$ cat config.mk
export PLATFORM = sky130hd
export DESIGN_NAME = wb_lane_buffer_flat
export DESIGN_NICKNAME = d
export VERILOG_FILES = /design/src/rtl/wb_pkg.sv /design/src/rtl/wb_lane_buffer_if.sv /design/src/rtl/wb_result_fifo.sv /design/src/rtl/wb_lane_buffer.sv /design/src/flat_wrapper.sv
export SDC_FILE = /design/constraint.sdc
export NUM_CORES = 1
export LEC_CHECK = 0
export ABC_AREA = 0
export CAP_MARGIN = 25
export CELL_PAD_IN_SITES_DETAIL_PLACEMENT = 2
export CELL_PAD_IN_SITES_GLOBAL_PLACEMENT = 2
export CORE_ASPECT_RATIO = 1.1
export CORE_MARGIN = 2
export CORE_UTILIZATION = 38
export DETAILED_ROUTE_END_ITERATION = 16
export PLACE_DENSITY_LB_ADDON = 0.1
export SETUP_SLACK_MARGIN = 0.5
export SLEW_MARGIN = 10
export SYNTH_ARGS = -nofsm -noshare
export SYNTH_HDL_FRONTEND = slang
export SYNTH_SLANG_ARGS = --single-unit
$ cat constraint.sdc
create_clock -name clk -period 6.4 [get_ports clk]
set_clock_uncertainty 0.05 [all_clocks]
set_input_delay 1.6 -clock clk [delete_from_list [all_inputs] [get_ports clk]]
set_output_delay 1.6 -clock clk [all_outputs]
set_load 0.02 [all_outputs]
$ cat src/rtl/wb_pkg.sv
// Shared types, default configuration and pointer helper for the lane write-back buffer.
package wb_pkg;

    localparam int DATA_W_DEF = 16;
    localparam int ADDR_W_DEF = 3;
    localparam int LANES_DEF  = 2;
    localparam int DEPTH_DEF  = 4;

    // Buffer entry in the default configuration; modules re-derive it for their own widths.
    typedef struct packed {
        logic                  wr_en;
        logic [ADDR_W_DEF-1:0] dst;
        logic [DATA_W_DEF-1:0] data;
    } wb_entry_t;

    function automatic int unsigned ptr_inc(input int unsigned ptr, input int unsigned depth);
        int unsigned nxt;
        if (ptr + 32'd1 >= depth) begin
            nxt = 32'd0;
        end else begin
            nxt = ptr + 32'd1;
        end
        return nxt;
    endfunction

endpackage

$ cat src/rtl/wb_lane_buffer_if.sv
// Bus bundle between the EX/WB pipeline, register file, result consumer and bypass network.
interface wb_lane_buffer_if
    import wb_pkg::*;
#(
    parameter int DATA_W = DATA_W_DEF,
    parameter int ADDR_W = ADDR_W_DEF,
    parameter int LANES  = LANES_DEF
) ();

    logic [LANES-1:0]        ex_valid;
    logic [LANES-1:0]        ex_wr_en;
    logic [LANES*ADDR_W-1:0] ex_dst;
    logic [LANES*DATA_W-1:0] ex_data;
    logic                    wb_stall;
    logic                    out_valid;
    logic                    out_ready;
    logic [DATA_W-1:0]       out_data;
    logic [ADDR_W-1:0]       out_dst;
    logic                    rf_we;
    logic [ADDR_W-1:0]       rf_addr;
    logic [DATA_W-1:0]       rf_data;
    logic [ADDR_W-1:0]       byp_addr;
    logic                    byp_hit;
    logic [DATA_W-1:0]       byp_data;

    modport master (
        output ex_valid, ex_wr_en, ex_dst, ex_data, out_ready, byp_addr,
        input  wb_stall, out_valid, out_data, out_dst, rf_we, rf_addr, rf_data,
               byp_hit, byp_data
    );

    modport slave (
        input  ex_valid, ex_wr_en, ex_dst, ex_data, out_ready, byp_addr,
        output wb_stall, out_valid, out_data, out_dst, rf_we, rf_addr, rf_data,
               byp_hit, byp_data
    );

endinterface

$ cat src/rtl/wb_result_fifo.sv
// In-order circular result store: compacting multi-lane push, single pop, youngest-match bypass scan.
module wb_result_fifo
    import wb_pkg::*;
#(
    parameter int DATA_W = DATA_W_DEF,
    parameter int ADDR_W = ADDR_W_DEF,
    parameter int LANES  = LANES_DEF,
    parameter int DEPTH  = DEPTH_DEF,
    localparam int CNT_W = $clog2(DEPTH + 1)
) (
    input  logic                    clk,
    input  logic                    rst_n,
    input  logic                    flush_i,
    input  logic                    push_en_i,
    input  logic [LANES-1:0]        push_valid_i,
    input  logic [LANES-1:0]        push_wr_en_i,
    input  logic [LANES*ADDR_W-1:0] push_dst_i,
    input  logic [LANES*DATA_W-1:0] push_data_i,
    input  logic                    pop_i,
    output logic [CNT_W-1:0]        count_o,
    output logic                    head_wr_en_o,
    output logic [ADDR_W-1:0]       head_dst_o,
    output logic [DATA_W-1:0]       head_data_o,
    input  logic [ADDR_W-1:0]       byp_addr_i,
    output logic                    byp_hit_o,
    output logic [DATA_W-1:0]       byp_data_o
);

    localparam int PTR_W  = (DEPTH > 1) ? $clog2(DEPTH) : 1;
    localparam int PUSH_W = $clog2(LANES + 1);

    typedef struct packed {
        logic              wr_en;
        logic [ADDR_W-1:0] dst;
        logic [DATA_W-1:0] data;
    } entry_t;

    entry_t            mem_q [DEPTH];
    logic [DEPTH-1:0]  vld_q, vld_d;
    logic [PTR_W-1:0]  head_q, head_d, tail_q, tail_d;
    logic [CNT_W-1:0]  count_q, count_d;

    entry_t            lane_entry [LANES];
    logic [PTR_W-1:0]  lane_slot [LANES];
    logic [LANES-1:0]  lane_we;
    logic [PTR_W-1:0]  walk_ptr;
    logic [PUSH_W-1:0] pushed;
    logic [PTR_W-1:0]  scan_ptr;

    // Valid lanes take consecutive slots from the tail so skipped lanes leave no holes.
    always_comb begin
        walk_ptr = tail_q;
        pushed   = '0;
        for (int l = 0; l < LANES; l++) begin
            lane_entry[l].wr_en = push_wr_en_i[l];
            lane_entry[l].dst   = push_dst_i[l*ADDR_W +: ADDR_W];
            lane_entry[l].data  = push_data_i[l*DATA_W +: DATA_W];
            lane_slot[l]        = walk_ptr;
            lane_we[l]          = push_en_i & push_valid_i[l];
            if (lane_we[l]) begin
                walk_ptr = PTR_W'(ptr_inc(32'(walk_ptr), DEPTH));
                pushed   = pushed + PUSH_W'(1);
            end else begin
                walk_ptr = walk_ptr;
            end
        end
    end

    // Pointer, count and occupancy next state; flush overrides everything.
    always_comb begin
        head_d  = head_q;
        tail_d  = walk_ptr;
        vld_d   = vld_q;
        count_d = count_q + CNT_W'(pushed) - CNT_W'(pop_i);
        if (pop_i) begin
            head_d         = PTR_W'(ptr_inc(32'(head_q), DEPTH));
            vld_d[head_q]  = 1'b0;
        end else begin
            head_d = head_q;
        end
        for (int l = 0; l < LANES; l++) begin
            if (lane_we[l]) begin
                vld_d[lane_slot[l]] = 1'b1;
            end else begin
                vld_d = vld_d;
            end
        end
        if (flush_i) begin
            head_d  = '0;
            tail_d  = '0;
            count_d = '0;
            vld_d   = '0;
        end else begin
            count_d = count_d;
        end
    end

    // Control state with asynchronous clear.
    always_ff @(posedge clk or negedge rst_n) begin
        if (!rst_n) begin
            head_q  <= '0;
            tail_q  <= '0;
            count_q <= '0;
            vld_q   <= '0;
        end else begin
            head_q  <= head_d;
            tail_q  <= tail_d;
            count_q <= count_d;
            vld_q   <= vld_d;
        end
    end

    // Entry payload storage, intentionally without reset.
    always_ff @(posedge clk) begin
        for (int l = 0; l < LANES; l++) begin
            if (lane_we[l]) begin
                mem_q[lane_slot[l]] <= lane_entry[l];
            end
        end
    end

    // Walk oldest to youngest so the last match wins.
    always_comb begin
        byp_hit_o  = 1'b0;
        byp_data_o = '0;
        scan_ptr   = head_q;
        for (int i = 0; i < DEPTH; i++) begin
            if (vld_q[scan_ptr] && mem_q[scan_ptr].wr_en && (mem_q[scan_ptr].dst == byp_addr_i)) begin
                byp_hit_o  = 1'b1;
                byp_data_o = mem_q[scan_ptr].data;
            end else begin
                byp_hit_o = byp_hit_o;
            end
            scan_ptr = PTR_W'(ptr_inc(32'(scan_ptr), DEPTH));
        end
    end

    assign count_o      = count_q;
    assign head_wr_en_o = mem_q[head_q].wr_en;
    assign head_dst_o   = mem_q[head_q].dst;
    assign head_data_o  = mem_q[head_q].data;

endmodule

$ cat src/rtl/wb_lane_buffer.sv
// Multi-lane write-back stage: stall generation, retire handshake and flush masking around the result FIFO.
module wb_lane_buffer
    import wb_pkg::*;
#(
    parameter int DATA_W = DATA_W_DEF,
    parameter int ADDR_W = ADDR_W_DEF,
    parameter int LANES  = LANES_DEF,
    parameter int DEPTH  = DEPTH_DEF
) (
    input  logic             clk,
    input  logic             rst_n,
    input  logic             internal_reset,
    wb_lane_buffer_if.slave  bus
);

    localparam int CNT_W = $clog2(DEPTH + 1);

    logic [CNT_W-1:0]  count;
    logic              head_wr_en;
    logic [ADDR_W-1:0] head_dst;
    logic [DATA_W-1:0] head_data;
    logic              fifo_hit;
    logic [DATA_W-1:0] fifo_byp_data;
    logic              stall;
    logic              ex_fire;
    logic              out_valid;
    logic              pop;
    logic              byp_hit;

    wb_result_fifo #(
        .DATA_W (DATA_W),
        .ADDR_W (ADDR_W),
        .LANES  (LANES),
        .DEPTH  (DEPTH)
    ) u_fifo (
        .clk          (clk),
        .rst_n        (rst_n),
        .flush_i      (internal_reset),
        .push_en_i    (ex_fire),
        .push_valid_i (bus.ex_valid),
        .push_wr_en_i (bus.ex_wr_en),
        .push_dst_i   (bus.ex_dst),
        .push_data_i  (bus.ex_data),
        .pop_i        (pop),
        .count_o      (count),
        .head_wr_en_o (head_wr_en),
        .head_dst_o   (head_dst),
        .head_data_o  (head_data),
        .byp_addr_i   (bus.byp_addr),
        .byp_hit_o    (fifo_hit),
        .byp_data_o   (fifo_byp_data)
    );

    // Stall looks only at registered occupancy; a pop in the same cycle earns no credit.
    assign stall     = (DEPTH - int'(count)) < LANES;
    assign ex_fire   = (|bus.ex_valid) & ~stall & ~internal_reset;
    assign out_valid = (count != '0) & ~internal_reset;
    assign pop       = out_valid & bus.out_ready;
    assign byp_hit   = fifo_hit & ~internal_reset;

    assign bus.wb_stall  = stall;
    assign bus.out_valid = out_valid;
    assign bus.out_data  = out_valid ? head_data : '0;
    assign bus.out_dst   = out_valid ? head_dst : '0;
    assign bus.rf_we     = pop & head_wr_en;
    assign bus.rf_addr   = out_valid ? head_dst : '0;
    assign bus.rf_data   = out_valid ? head_data : '0;
    assign bus.byp_hit   = byp_hit;
    assign bus.byp_data  = byp_hit ? fifo_byp_data : '0;

endmodule

$ cat src/flat_wrapper.sv
// flat-port wrapper written by rule: the top's interface ports become plain ports
module wb_lane_buffer_flat import wb_pkg::*;
#(
    parameter int DATA_W = DATA_W_DEF,
    parameter int ADDR_W = ADDR_W_DEF,
    parameter int LANES  = LANES_DEF,
    parameter int DEPTH  = DEPTH_DEF
)
  (clk, rst_n, internal_reset, bus_ex_valid, bus_ex_wr_en, bus_ex_dst, bus_ex_data, bus_out_ready, bus_byp_addr, bus_wb_stall, bus_out_valid, bus_out_data, bus_out_dst, bus_rf_we, bus_rf_addr, bus_rf_data, bus_byp_hit, bus_byp_data);
  wb_lane_buffer_if #(.DATA_W(DATA_W), .ADDR_W(ADDR_W), .LANES(LANES)) bus_i ();
  input  logic clk;
  input  logic rst_n;
  input  logic internal_reset;
  input wire logic [$bits(bus_i.ex_valid)-1:0] bus_ex_valid;
  input wire logic [$bits(bus_i.ex_wr_en)-1:0] bus_ex_wr_en;
  input wire logic [$bits(bus_i.ex_dst)-1:0] bus_ex_dst;
  input wire logic [$bits(bus_i.ex_data)-1:0] bus_ex_data;
  input wire logic [$bits(bus_i.out_ready)-1:0] bus_out_ready;
  input wire logic [$bits(bus_i.byp_addr)-1:0] bus_byp_addr;
  output wire logic [$bits(bus_i.wb_stall)-1:0] bus_wb_stall;
  output wire logic [$bits(bus_i.out_valid)-1:0] bus_out_valid;
  output wire logic [$bits(bus_i.out_data)-1:0] bus_out_data;
  output wire logic [$bits(bus_i.out_dst)-1:0] bus_out_dst;
  output wire logic [$bits(bus_i.rf_we)-1:0] bus_rf_we;
  output wire logic [$bits(bus_i.rf_addr)-1:0] bus_rf_addr;
  output wire logic [$bits(bus_i.rf_data)-1:0] bus_rf_data;
  output wire logic [$bits(bus_i.byp_hit)-1:0] bus_byp_hit;
  output wire logic [$bits(bus_i.byp_data)-1:0] bus_byp_data;
  assign bus_i.ex_valid = bus_ex_valid;
  assign bus_i.ex_wr_en = bus_ex_wr_en;
  assign bus_i.ex_dst = bus_ex_dst;
  assign bus_i.ex_data = bus_ex_data;
  assign bus_i.out_ready = bus_out_ready;
  assign bus_i.byp_addr = bus_byp_addr;
  assign bus_wb_stall = bus_i.wb_stall;
  assign bus_out_valid = bus_i.out_valid;
  assign bus_out_data = bus_i.out_data;
  assign bus_out_dst = bus_i.out_dst;
  assign bus_rf_we = bus_i.rf_we;
  assign bus_rf_addr = bus_i.rf_addr;
  assign bus_rf_data = bus_i.rf_data;
  assign bus_byp_hit = bus_i.byp_hit;
  assign bus_byp_data = bus_i.byp_data;
  wb_lane_buffer #(.DATA_W(DATA_W), .ADDR_W(ADDR_W), .LANES(LANES), .DEPTH(DEPTH)) u_core (.clk(clk), .rst_n(rst_n), .internal_reset(internal_reset), .bus(bus_i));
endmodule
==> results.cfg, run 1 <==
[run_status]
status = finished clean

[layout]
nets = 735
fillers = 1872
multi_input_comb_area_um2 = 4230
seqCellArea_um2 = 2680
final_core_util_pct = 46.5
syn2layout_area_growth_pct = 20.4
antenna_cells = 0
drive_gt1_share_pct = 27.2
final_area_um2 = 8860

[clock_network]
ctsHtreeMaxLevel = 3
cts_hold_buf = 0
cts_root_buf = clkbuf_16
clkTransAtPathRegs_ns = 0.07
clk_latency_ns = 0.34
cts_tree = built
cts_made_buffers = 9
cts_max_path_buffers = 2
clkSinkCount = 91

[floorplanning]
dieArea_um2 = 20500
rows = 53
die_width_um = 137
core_area_um2 = 19000
ios = 107
start_util_pct = 38.7
die_h_um = 150

[critical_path]
cp-start-kind = input port
critPathMaxStageDelay_ns = 0.66
crit_chain = clkdlybuf4s50_1 -> mux4_2 -> and3_1 -> buf_4 -> a311oi_1 -> a211oi_1 -> dlygate4sd2_1
critPathSlowestCell = clkdlybuf4s50_1
crit_buf_inv = 3
critPathKind = in -> out
crit_arrival_ns = 4.06
crit_required_ns = 4.75
critPathTopFamily = buffers and inverters
cp_max_fo = 14
critPathCaptureType = primary output

[placed_design]
gp_congestion = 0.798
portBuffers = 106
hpwl_um = 16800
dpl_cell_area_um2 = 8530

[logic_synthesis]
avgSynthCellArea_um2 = 12.4
yosys_most_used_dff = edfxtp_1
ys_seq_area_share_pct = 36.4
synthArstFlopShare_pct = 12.1
synth_top_area_cell = edfxtp_1
ys_warn_count = 0
syn_inst = 594
netlist_area_um2 = 7360
synth_edf_count = 80
yosys-top-cells-area = edfxtp_1 (33%), mux4_2 (14%), mux2_2 (12%)
synth_top_area_share_pct = 32.6
synth_nets = 663
ys_ff_latch = 91
yosysUniqueCellTypes = 43

[worst_hold_path]
min_path_type = reg -> reg

[sta]
tightest_slew_ns = 0.813
timing.hold.ws_ns = 0.533
setup_violations = 0
finalCriticalPeriod_ns = 5.71
rsz0062_at_grt = no
final-hold-violation-count = 0
setup_tns_ns = 0
slew_headroom_pct = 45.7
final_max_slew_viol_count = 0
max_freq_ghz = 0.175
fin_crit_sh_pct = 89.3

[run]
drv_cap = 0

[global_routing]
antenna_found_initial = 0
grt_pass1_wl_um = 35300
grt_pass1_vias = 5886
grt_max_degree = 49
gr-usage-all-layers_pct = 23.0
grt-ovfl-total = 0

[routing]
first_pass_iters = 4
wl_per_cell_um = 25.1
vias_per_cell = 5.87
num_vias = 5379
ant_nets = 0
drc = 0
drt-total-wl_um = 23000
drt_iter0_drc = 266

[pwr]
p_leak_nw = 3.19
irDropWorstVdd_v = 0.000210
p_total_mw = 3.55
powerDensity_nw_per_um2 = 401
sequential cells by signal (all words and copies together) (netlist names):
signal	cells
u_core.u_fifo.vld_q	4
u_core.u_fifo.tail_q	2
u_core.u_fifo.head_q	2
u_core.u_fifo.mem_q	80
u_core.u_fifo.count_o	3
per-stage QoR:
| stage | instances | worst slack [ns] |
|---|---|---|
| final | 917 | 0.686 |
| after global routing | 917 | 0.551 |
| after CTS | 917 | 0.664 |
| after detailed placement | 902 | 0.171 |
| after global placement | 902 | 0.327 |
| after floorplan | 594 | 0.807 |
worst register-to-register path, cell delays in order (launching register included):
cell and delay, ns:
dfrtp_1 0.38, inv_1 0.05, ha_1 0.19, ha_1 0.28
inv_1 0.08, o21ai_0 0.11, nor3b_1 0.23, buf_4 0.19
mux2i_1 0.36, inv_1 0.12, ha_1 0.20, nand2_1 0.60
buf_4 0.35, mux2_2 0.36
synthesized netlist by cell type, types with 3 or more instances:
library cell / number
edfxtp_1: 80
mux2_2: 80
mux2i_1: 66
mux4_2: 47
nand2_1: 40
and2_1: 24
nor2_1: 24
buf_4: 19
clkbuf_1: 19
ha_1: 19
nand4b_1: 17
a311oi_1: 16
nor4_1: 16
inv_1: 15
buf_1: 14
buf_2: 14
dfrtp_1: 11
xnor2_1: 10
a211oi_1: 9
a211oi_2: 9
buf_6: 6
xor2_1: 6
a31oi_1: 4
nor3b_1: 3
o211ai_1: 3
o21a_1: 3
cell families (layout without fill, tap and decap cells):
| family | count (synthesis) | after routing | share of synthesized area [%] |
|---|---|---|---|
| AOI/OAI and AO/OA | 53 | 53 | 6.26 |
| xor gates and xnor gates | 16 | 16 | 1.90 |
| adders and majority gates | 20 | 20 | 3.50 |
| buffers and inverters | 87 | 163 | 6.26 |
| DFF | 91 | 91 | 36.4 |
| muxes | 193 | 193 | 35.6 |
| and+or+nand+nor | 134 | 134 | 10.1 |
cell usage in the layout, fill, tap and decap left out, drive strengths merged, types with 17 or more instances in the layout:
| cell type | n |
|---|---|
| nand2 | 40 |
| nand4b | 17 |
| ha | 19 |
| and2 | 24 |
| mux4 | 47 |
| nor2 | 25 |
| a211oi | 18 |
| edfxtp | 80 |
| clkdlybuf4s50 | 90 |
| buf | 27 |
| mux2 | 80 |
| mux2i | 66 |
path summary, 6_finish.rpt:
path                                          startpoint                          to  slack, ns  cells after the start
worst min-delay path             u_core.u_fifo.head_q[0]     u_core.u_fifo.head_q[0]       0.53                      1
max in group asynchronous                          rst_n     u_core.u_fifo.head_q[0]       4.31                      1
worst max register to register  u_core.u_fifo.count_o[0]  u_core.u_fifo.mem_q[2][10]       2.62                     13
worst max-delay path                     bus_byp_addr[2]            bus_byp_data[15]       0.69                      7
worst min register to register   u_core.u_fifo.head_q[0]     u_core.u_fifo.head_q[0]       0.53                      1
min in group asynchronous                          rst_n    u_core.u_fifo.count_o[0]       1.58                      1
repair_timing:
item | in CTS | in global routing
buffers inserted | 0 | 0
resized for setup | 18 | 1
setup endpoints to repair | 17 | 1
power breakdown:
group / internal (mW) / switching (mW) / leakage, nW / total (mW)
clock: 0.379 / 0.217 / 0.159 / 0.596
sequential: 0.800 / 0.0941 / 0.876 / 0.894
combinational: 0.915 / 1.15 / 2.15 / 2.06
final cells by class:
| type | count | area share (%) |
|---|---|---|
| Clock buffer | 10 | 2.59 |
| Clock inverter | 5 | 1.16 |
| Inverter | 15 | 0.636 |
| Multi-Input combinational cell | 416 | 47.8 |
| Sequential cell | 91 | 30.2 |
| Tap cell | 247 | 3.49 |
| Timing Repair Buffer | 133 | 14.1 |
layer usage:
| layer | up-vias | GRT usage [%] | wire length, um |
|---|---|---|---|
| met2 | 165 | 39.8 | 11500 |
| met4 | 0 | 3.85 | 140 |
| met1 | 2777 | 31.4 | 10200 |
| met5 | - | 0 | 0 |
| li1 | 2427 | - | - |
| met3 | 10 | 2.61 | 1150 |
No activity file was read; power rests on OpenSTA's default activity.
==> inputs of run 2 (changes only) <==
Settings changed: CORE_MARGIN 2 to 3, GPL_TIMING_DRIVEN set to 0.
==> run 2 against run 1 <==
Combinational power is 11% higher; cell area is 3.6% higher; clock power fell by 17%; sequential power hardly changed; routed wire length up 8.2%; non-clock buffer count grew 53; die area rose by 2.8%; final cell count grew 5.3%; critical path type is now reg -> out.
==> results.cfg, run 2 (same netlist as run 1, synthesis figures left out) <==
[run_status]
status = finished clean

[routing]
ant_nets = 0
drt_iter0_drc = 319
num_vias = 5660
first_pass_iters = 4
drt-total-wl_um = 24900
wl_per_cell_um = 25.7
drc = 0
vias_per_cell = 5.86

[clock_network]
cts_made_buffers = 9
ctsHtreeMaxLevel = 3
clkSinkCount = 91
cts_max_path_buffers = 2
clkTransAtPathRegs_ns = 0.07
cts_tree = built
cts_hold_buf = 0
cts_root_buf = clkbuf_16
clk_latency_ns = 0.35

[placed_design]
dpl.cell_count = 944
portBuffers = 103
hpwl_um = 19200
dpl_cell_area_um2 = 8770
dp_slack_ns = -0.969
gp_congestion = 0.799

[worst_hold_path]
hp-start = u_core.u_fifo.count_o[2]
min_path_cells = 2
min_path_type = reg -> reg
min_to = u_core.u_fifo.count_o[2]

[critical_path]
critPathCaptureType = primary output
crit_buf_inv = 8
crit_chain = buf_6 -> buf_6 -> buf_8 -> buf_12 -> inv_1 -> ha_1 -> buf_4 -> mux4_2 -> xor2_4 -> clkbuf_1 -> nor4_1 -> a311oi_2 -> a211oi_2 -> clkbuf_2
critPathSlowestCell = mux4_2
rrSetupSlack_ns = 1.62
cp_max_fo = 10
critPathMaxStageDelay_ns = 0.57
crit_required_ns = 4.75
reg2reg_from = u_core.u_fifo.count_o[1]
critPathKind = reg -> out
crit_path_frequent_cell = buf_6
reg2reg_to = u_core.u_fifo.mem_q[2][6]
critPathTopFamily = buffers and inverters
cp-start-kind = flop
reg2regPathDepth = 13
crit_arrival_ns = 4.10

[global_routing]
met2_usage_pct = 39.6
grt_pass1_wl_um = 38800
busiest_layer = met2
antenna_found_initial = 0
grt_max_degree = 17
grt-ovfl-total = 0
grt_pass1_vias = 6351
met1_usage_pct = 32.5
met3_usage_pct = 3.77
gr-usage-all-layers_pct = 23.4

[pwr]
p_leak_nw = 3.33
p_total_mw = 3.68
powerDensity_nw_per_um2 = 401
irDropWorstVdd_v = 0.000179

[sta]
max_freq_ghz = 0.174
final-hold-violation-count = 0
rsz0062_at_grt = yes
tightest_slew_ns = 0.942
setup_violations = 0
final_max_slew_viol_count = 0
setup_ws_ns = 0.654
setup_tns_ns = 0
fin_crit_sh_pct = 89.8
timing.hold.ws_ns = 0.546
slew_headroom_pct = 37.2
finalCriticalPeriod_ns = 5.75

[layout]
final_area_um2 = 9170
final_cells = 966
final_common_cell = clkdlybuf4s50_1
largest_reg_flops = 80
syn2layout_area_growth_pct = 24.7
antenna_cells = 0
final_core_util_pct = 49.1
fillers = 1816
drive_gt1_share_pct = 34.4
final_cell_mix = clkdlybuf4s50_1 (86), mux2_2 (80), edfxtp_1 (80)
nets = 788

[floorplanning]
die_width_um = 139
dieArea_um2 = 21100
rows = 52
ios = 107
core_area_um2 = 18700
start_util_pct = 39.4
die_h_um = 152

[run]
drv_cap = 0
-- run 2: worst min-delay path, stage by stage, from the launching register on --
cell	delay (ns)
dfrtp_1	0.39
xnor2_1	0.09
nor2_1	0.07
-- run 2: worst max-delay path by stage --
stage | startpoint | slack, ns | endpoint | cells after the start
2_1_floorplan | u_core.u_fifo.head_q[0] | 0.81 | bus_byp_data[10] | 13
3_3_place_gp | u_core.u_fifo.head_q[0] | -0.80 | bus_byp_data[0] | 15
4_1_cts | u_core.u_fifo.head_q[0] | 0.47 | bus_byp_data[9] | 16
6_report | u_core.u_fifo.head_q[0] | 0.65 | bus_byp_data[0] | 14
3_5_place_dp | u_core.u_fifo.head_q[0] | -0.97 | bus_byp_data[9] | 15
5_1_grt | u_core.u_fifo.head_q[0] | 0.44 | bus_byp_data[0] | 14
-- run 2: metal layers --
| layer | part of all wire, % | wire, um |
|---|---|---|
| met1 | 45 | 11300 |
| met2 | 49 | 12100 |
| met3 | 5.0 | 1250 |
| met4 | 0.98 | 243 |
| met5 | 0 | 0 |
-- run 2: cell type report --
class,count,area [um^2],share of cell area [%]
Buffer,72,463,5.05
Clock buffer,9,225,2.45
Clock inverter,6,42.5,0.464
Inverter,15,56.3,0.614
Multi-Input combinational cell,416,4330,47.2
Sequential cell,91,2680,29.2
Tap cell,243,304,3.31
Timing Repair Buffer,114,1070,11.7
-- run 2: power breakdown --
group	switching [mW]	total (mW)	internal [mW]
clock	0.235	0.497	0.262
sequential	0.0980	0.897	0.799
combinational	1.26	2.28	1.02
total	1.59	3.68	2.09
-- run 2: timing repair --
action	4_1_cts	5_1_grt
resized for setup	63	50
buffers inserted	4	3
hold endpoints to repair	0	0
pin swaps	0	2
endpoints found under the setup margin	17	17
==> patch 1, RTL diff (flow settings as in run 1) <==
`DEPTH_DEF`: 4 -> 2.
--- a/src/rtl/wb_pkg.sv
+++ b/src/rtl/wb_pkg.sv
@@ -4,7 +4,7 @@
     localparam int DATA_W_DEF = 16;
     localparam int ADDR_W_DEF = 3;
     localparam int LANES_DEF  = 2;
-    localparam int DEPTH_DEF  = 4;
+    localparam int DEPTH_DEF  = 2;
 
     // Buffer entry in the default configuration; modules re-derive it for their own widths.
     typedef struct packed {
Check against the original RTL: not equivalent (Yosys sat finds a counterexample within 4 cycles, from zero or initial values and one cycle with rst_n low).
==> patch 1 against run 1 <==
Global-route usage fell by 2.3 points. Wire length is 60% lower. Power shrank 59%. Final area decreased by 51%. Sequential cell count is 45 lower. Synthesized cell count fell by 52%. Sequential power is 45% lower. Combinational power down 63%. Critical path depth unchanged. Worst setup slack better by 0.19 ns. Sequential share of layout area is 0.69 points higher. Synthesized area fell by 56%. Critical path type unchanged. Critical endpoint is now bus_byp_data[9].
==> patch 1: results (changes against run 1) <==
qor: outcome.run_status completed
qor: route.detail_route.wirelength.met1 3530 µm [-65%]
qor: clock_tree.clkSlewWorstSetupHoldPaths 0.09 ns [+0.02 ns]
qor: setup_path.arrival 3.87 ns [-0.19 ns]
qor: yosys.synth_edf_count 40 [-50%]
qor: timing.maxClockFrequency 181 MHz [+3.5%]
qor: place.placedInstanceArea 4250 µm² [-50%]
qor: setup_path.worst_r2r_path_depth 7 [-6]
qor: setup_path.critical_path_peak_fanout 33 [+19]
qor: hold_path.hold-path-endpoint u_core.u_fifo.vld_q[0]$_DFF_PN0_
qor: clock_tree.cts-buffers-inserted 5 [-4]
qor: timing.worst-slew-pin-transition 0.950 ns [+0.137 ns]
qor: route.iteration_0_drc_markers 100 [-62%]
qor: route.met3WireLength 382 µm [-67%]
qor: grt.met3_usage 4.04% [+1.4 points]
qor: hold_path.timing.hold.worst_path_depth 2 [+1]
qor: cells_and_area.fill_cells 832 [-56%]
qor: yosys.post_synth_fa_ha_maj_area_fraction 3.56% [+0.053 points]
qor: yosys.synthCells 285 [-52%]
qor: yosys.synth_xor_xnor_area_share 2.94% [+1.0 points]
qor: cells_and_area.final_cell_count_no_fill 481 [-48%]
qor: yosys.synth_top_cells_by_area sky130_fd_sc_hd__edfxtp_1, sky130_fd_sc_hd__mux2_2, sky130_fd_sc_hd__mux2i_1, sky130_fd_sc_hd__buf_4, sky130_fd_sc_hd__dfrtp_1
qor: setup_path.crit_end bus_byp_data[9]
qor: clock_tree.cts-htree-levels 2 [-1]
qor: clock_tree.root_buffer sky130_fd_sc_hd__clkbuf_8
qor: place.dp_worst_setup_slack 0.842 ns [+0.671 ns]
qor: yosys.synthArstFlopShare 13.0% [+0.96 points]
qor: place.dp_hpwl 6750 µm [-60%]
qor: grt.grt_pass1_wl 14800 µm [-58%]
qor: timing.fin_worst_hold_slack 0.540 ns [+0.00720 ns]
qor: place.gp_routability_congestion 0.729 [-8.6%]
qor: cells_and_area.fraction_of_layout_cells_with_a_size_suffix_above_1 24.1% [-3.1 points]
qor: route.detail_route.wirelength 9230 µm [-60%]
## patch 1: final cells by class
cell class	instances	area [µm²]	area share, %
multi-input cells	193	1620	37.0
flip-flops and latches	46	1350	30.9
repair buffers	112	1110	25.5
well taps	111	139	3.18
clock buffers	5	68.8	1.57
inverters	11	41.3	0.944
clock inverters	3	40.0	0.916
## patch 1: critical path, stage by stage
cell	delay (ns)
sky130_fd_sc_hd__clkdlybuf4s50_1	0.55
sky130_fd_sc_hd__xor2_1	0.17
sky130_fd_sc_hd__nand4_1	0.09
sky130_fd_sc_hd__buf_4	0.25
sky130_fd_sc_hd__or2_2	0.34
sky130_fd_sc_hd__a21oi_1	0.20
sky130_fd_sc_hd__clkdlybuf4s50_1	0.64
## patch 1: power by group
| group | switching [µW] | internal (µW) | leakage, µW | total, µW |
|---|---|---|---|---|
| Clock | 101 | 115 | 0.0000579 | 216 |
| Sequential | 61.9 | 429 | 0.000450 | 491 |
| Combinational | 401 | 365 | 0.000985 | 766 |
==> patch 2, RTL diff (settings of run 1) <==
Made on the original files. Make the reset (`rst_n`) synchronous in one clocked block. Comments in the files are not updated.
--- a/src/rtl/wb_result_fifo.sv
+++ b/src/rtl/wb_result_fifo.sv
@@ -96,7 +96,7 @@
     end
 
     // Control state with asynchronous clear.
-    always_ff @(posedge clk or negedge rst_n) begin
+    always_ff @(posedge clk) begin
         if (!rst_n) begin
             head_q  <= '0;
             tail_q  <= '0;
Function: differs if rst_n is asserted again (counterexample within 4 cycles, from zero or initial values and one cycle with rst_n low); with rst_n held inactive, the same outputs for 4 cycles.
==> patch 2 against run 1 <==
Critical path depth is 2 higher. Wire length is 13% higher. Final area is 2.8% higher. Synthesized area is 1.9% higher. Synthesized cell count is 12% higher. Via count is 13% higher. First-iteration DRC count is 36% higher. Worst setup slack worse by 0.19 ns. Global-route usage is 2.7 points higher. Sequential cell count is 2 higher. Critical endpoint is now bus_byp_data[13].
Power is not compared: it rests on default switching activity, and its combinational part moved more than twofold at a synthesized area within 25%.
==> patch 2: results (changes against run 1) <==
qor: outcome.run_status completed
qor: setup_path.worst_r2r_path_depth 12 [-1]
qor: place.gp_routability_congestion 0.808 [+1.2%]
qor: grt.grt_pass1_wl 39300 µm [+11%]
qor: place.placedCellCount 981 [+8.8%]
qor: grt.grt.met1_usage 30.8% [-0.65 points]
qor: place.placedInstanceArea 8710 µm² [+2.1%]
qor: route.routedWlPerCell 25.9 µm [+3.2%]
qor: grt.grt_start_max_net_pins 85 [+73%]
qor: route.firstDrtPassIters 5 [+1]
qor: yosys.yosys-top-cells-count sky130_fd_sc_hd__mux2_2, sky130_fd_sc_hd__edfxtp_1, sky130_fd_sc_hd__nand2_1, sky130_fd_sc_hd__mux2i_1, sky130_fd_sc_hd__mux4_2
qor: setup_path.critical_path_peak_fanout 6 [-8]
qor: cells_and_area.nMultiInputCombCells 480 [+15%]
qor: cells_and_area.finalNetCount 818 [+11%]
qor: cells_and_area.num-nonclk-buffers 142 [+6.8%]
qor: route.iteration_0_drc_markers 362 [+36%]
qor: route.detail_route.wirelength.met1 10500 µm [+3.7%]
qor: route.met3WireLength 1050 µm [-8.0%]
qor: grt.met3_usage 3.21% [+0.60 points]
qor: grt.grt_usage 25.6% [+2.7 points]
qor: cells_and_area.non_clock_inverter_count 24 [+9]
qor: route.met2_length 13600 µm [+18%]
qor: grt.first_global_vias 6780 [+15%]
qor: cells_and_area.clkbuf_count 9 [-1]
qor: place.dp_hpwl 17900 µm [+6.4%]
patch 2: worst min-delay path by stage:
stage               depth (start not counted)  slack [ns]                                 to                         startpoint
finish                                      2        0.49  u_core.u_fifo.vld_q[3]$_SDFF_PP0_  u_core.u_fifo.vld_q[3]$_SDFF_PP0_
global route                                2        0.52  u_core.u_fifo.vld_q[3]$_SDFF_PP0_  u_core.u_fifo.vld_q[3]$_SDFF_PP0_
CTS                                         2        0.49  u_core.u_fifo.vld_q[3]$_SDFF_PP0_  u_core.u_fifo.vld_q[3]$_SDFF_PP0_
detailed placement                          2        0.47  u_core.u_fifo.vld_q[3]$_SDFF_PP0_  u_core.u_fifo.vld_q[3]$_SDFF_PP0_
global placement                            2        0.46  u_core.u_fifo.vld_q[0]$_SDFF_PP0_  u_core.u_fifo.vld_q[0]$_SDFF_PP0_
floorplan                                   2        0.43  u_core.u_fifo.vld_q[0]$_SDFF_PP0_  u_core.u_fifo.vld_q[0]$_SDFF_PP0_
patch 2: timing repair:
action | in CTS | in global routing
pin swaps | 1 | 2
endpoints found under the setup margin | 17 | 10
buffers inserted | 0 | 5
gates resized for setup | 11 | 8
hold buffers | 0 | 0
patch 2: logic make-up after synthesis:
family	synth area share (%)
flip-flops	35.5
buffers and inverters	6.51
AO/OA/AOI/OAI	8.63
multiplexers	33.1
AND/OR/NAND/NOR	11.0
adder cells (fa/ha/maj)	3.27
XOR/XNOR	1.97
patch 2: power groups by stage:
stage	logic, µW	registers, µW	clock network, µW
after floorplan	299	748	0
after global placement	459	756	0
after detailed placement	477	763	0
after CTS	484	750	561
after global routing	517	757	576
final	480	751	552
patch 2: metrics by stage:
stage	worst slack, ns	total power [µW]
finish	0.494	1780
detailed placement	0.279	1240
floorplan	1.41	1050
global placement	0.369	1220
CTS	0.464	1800
global route	0.399	1850
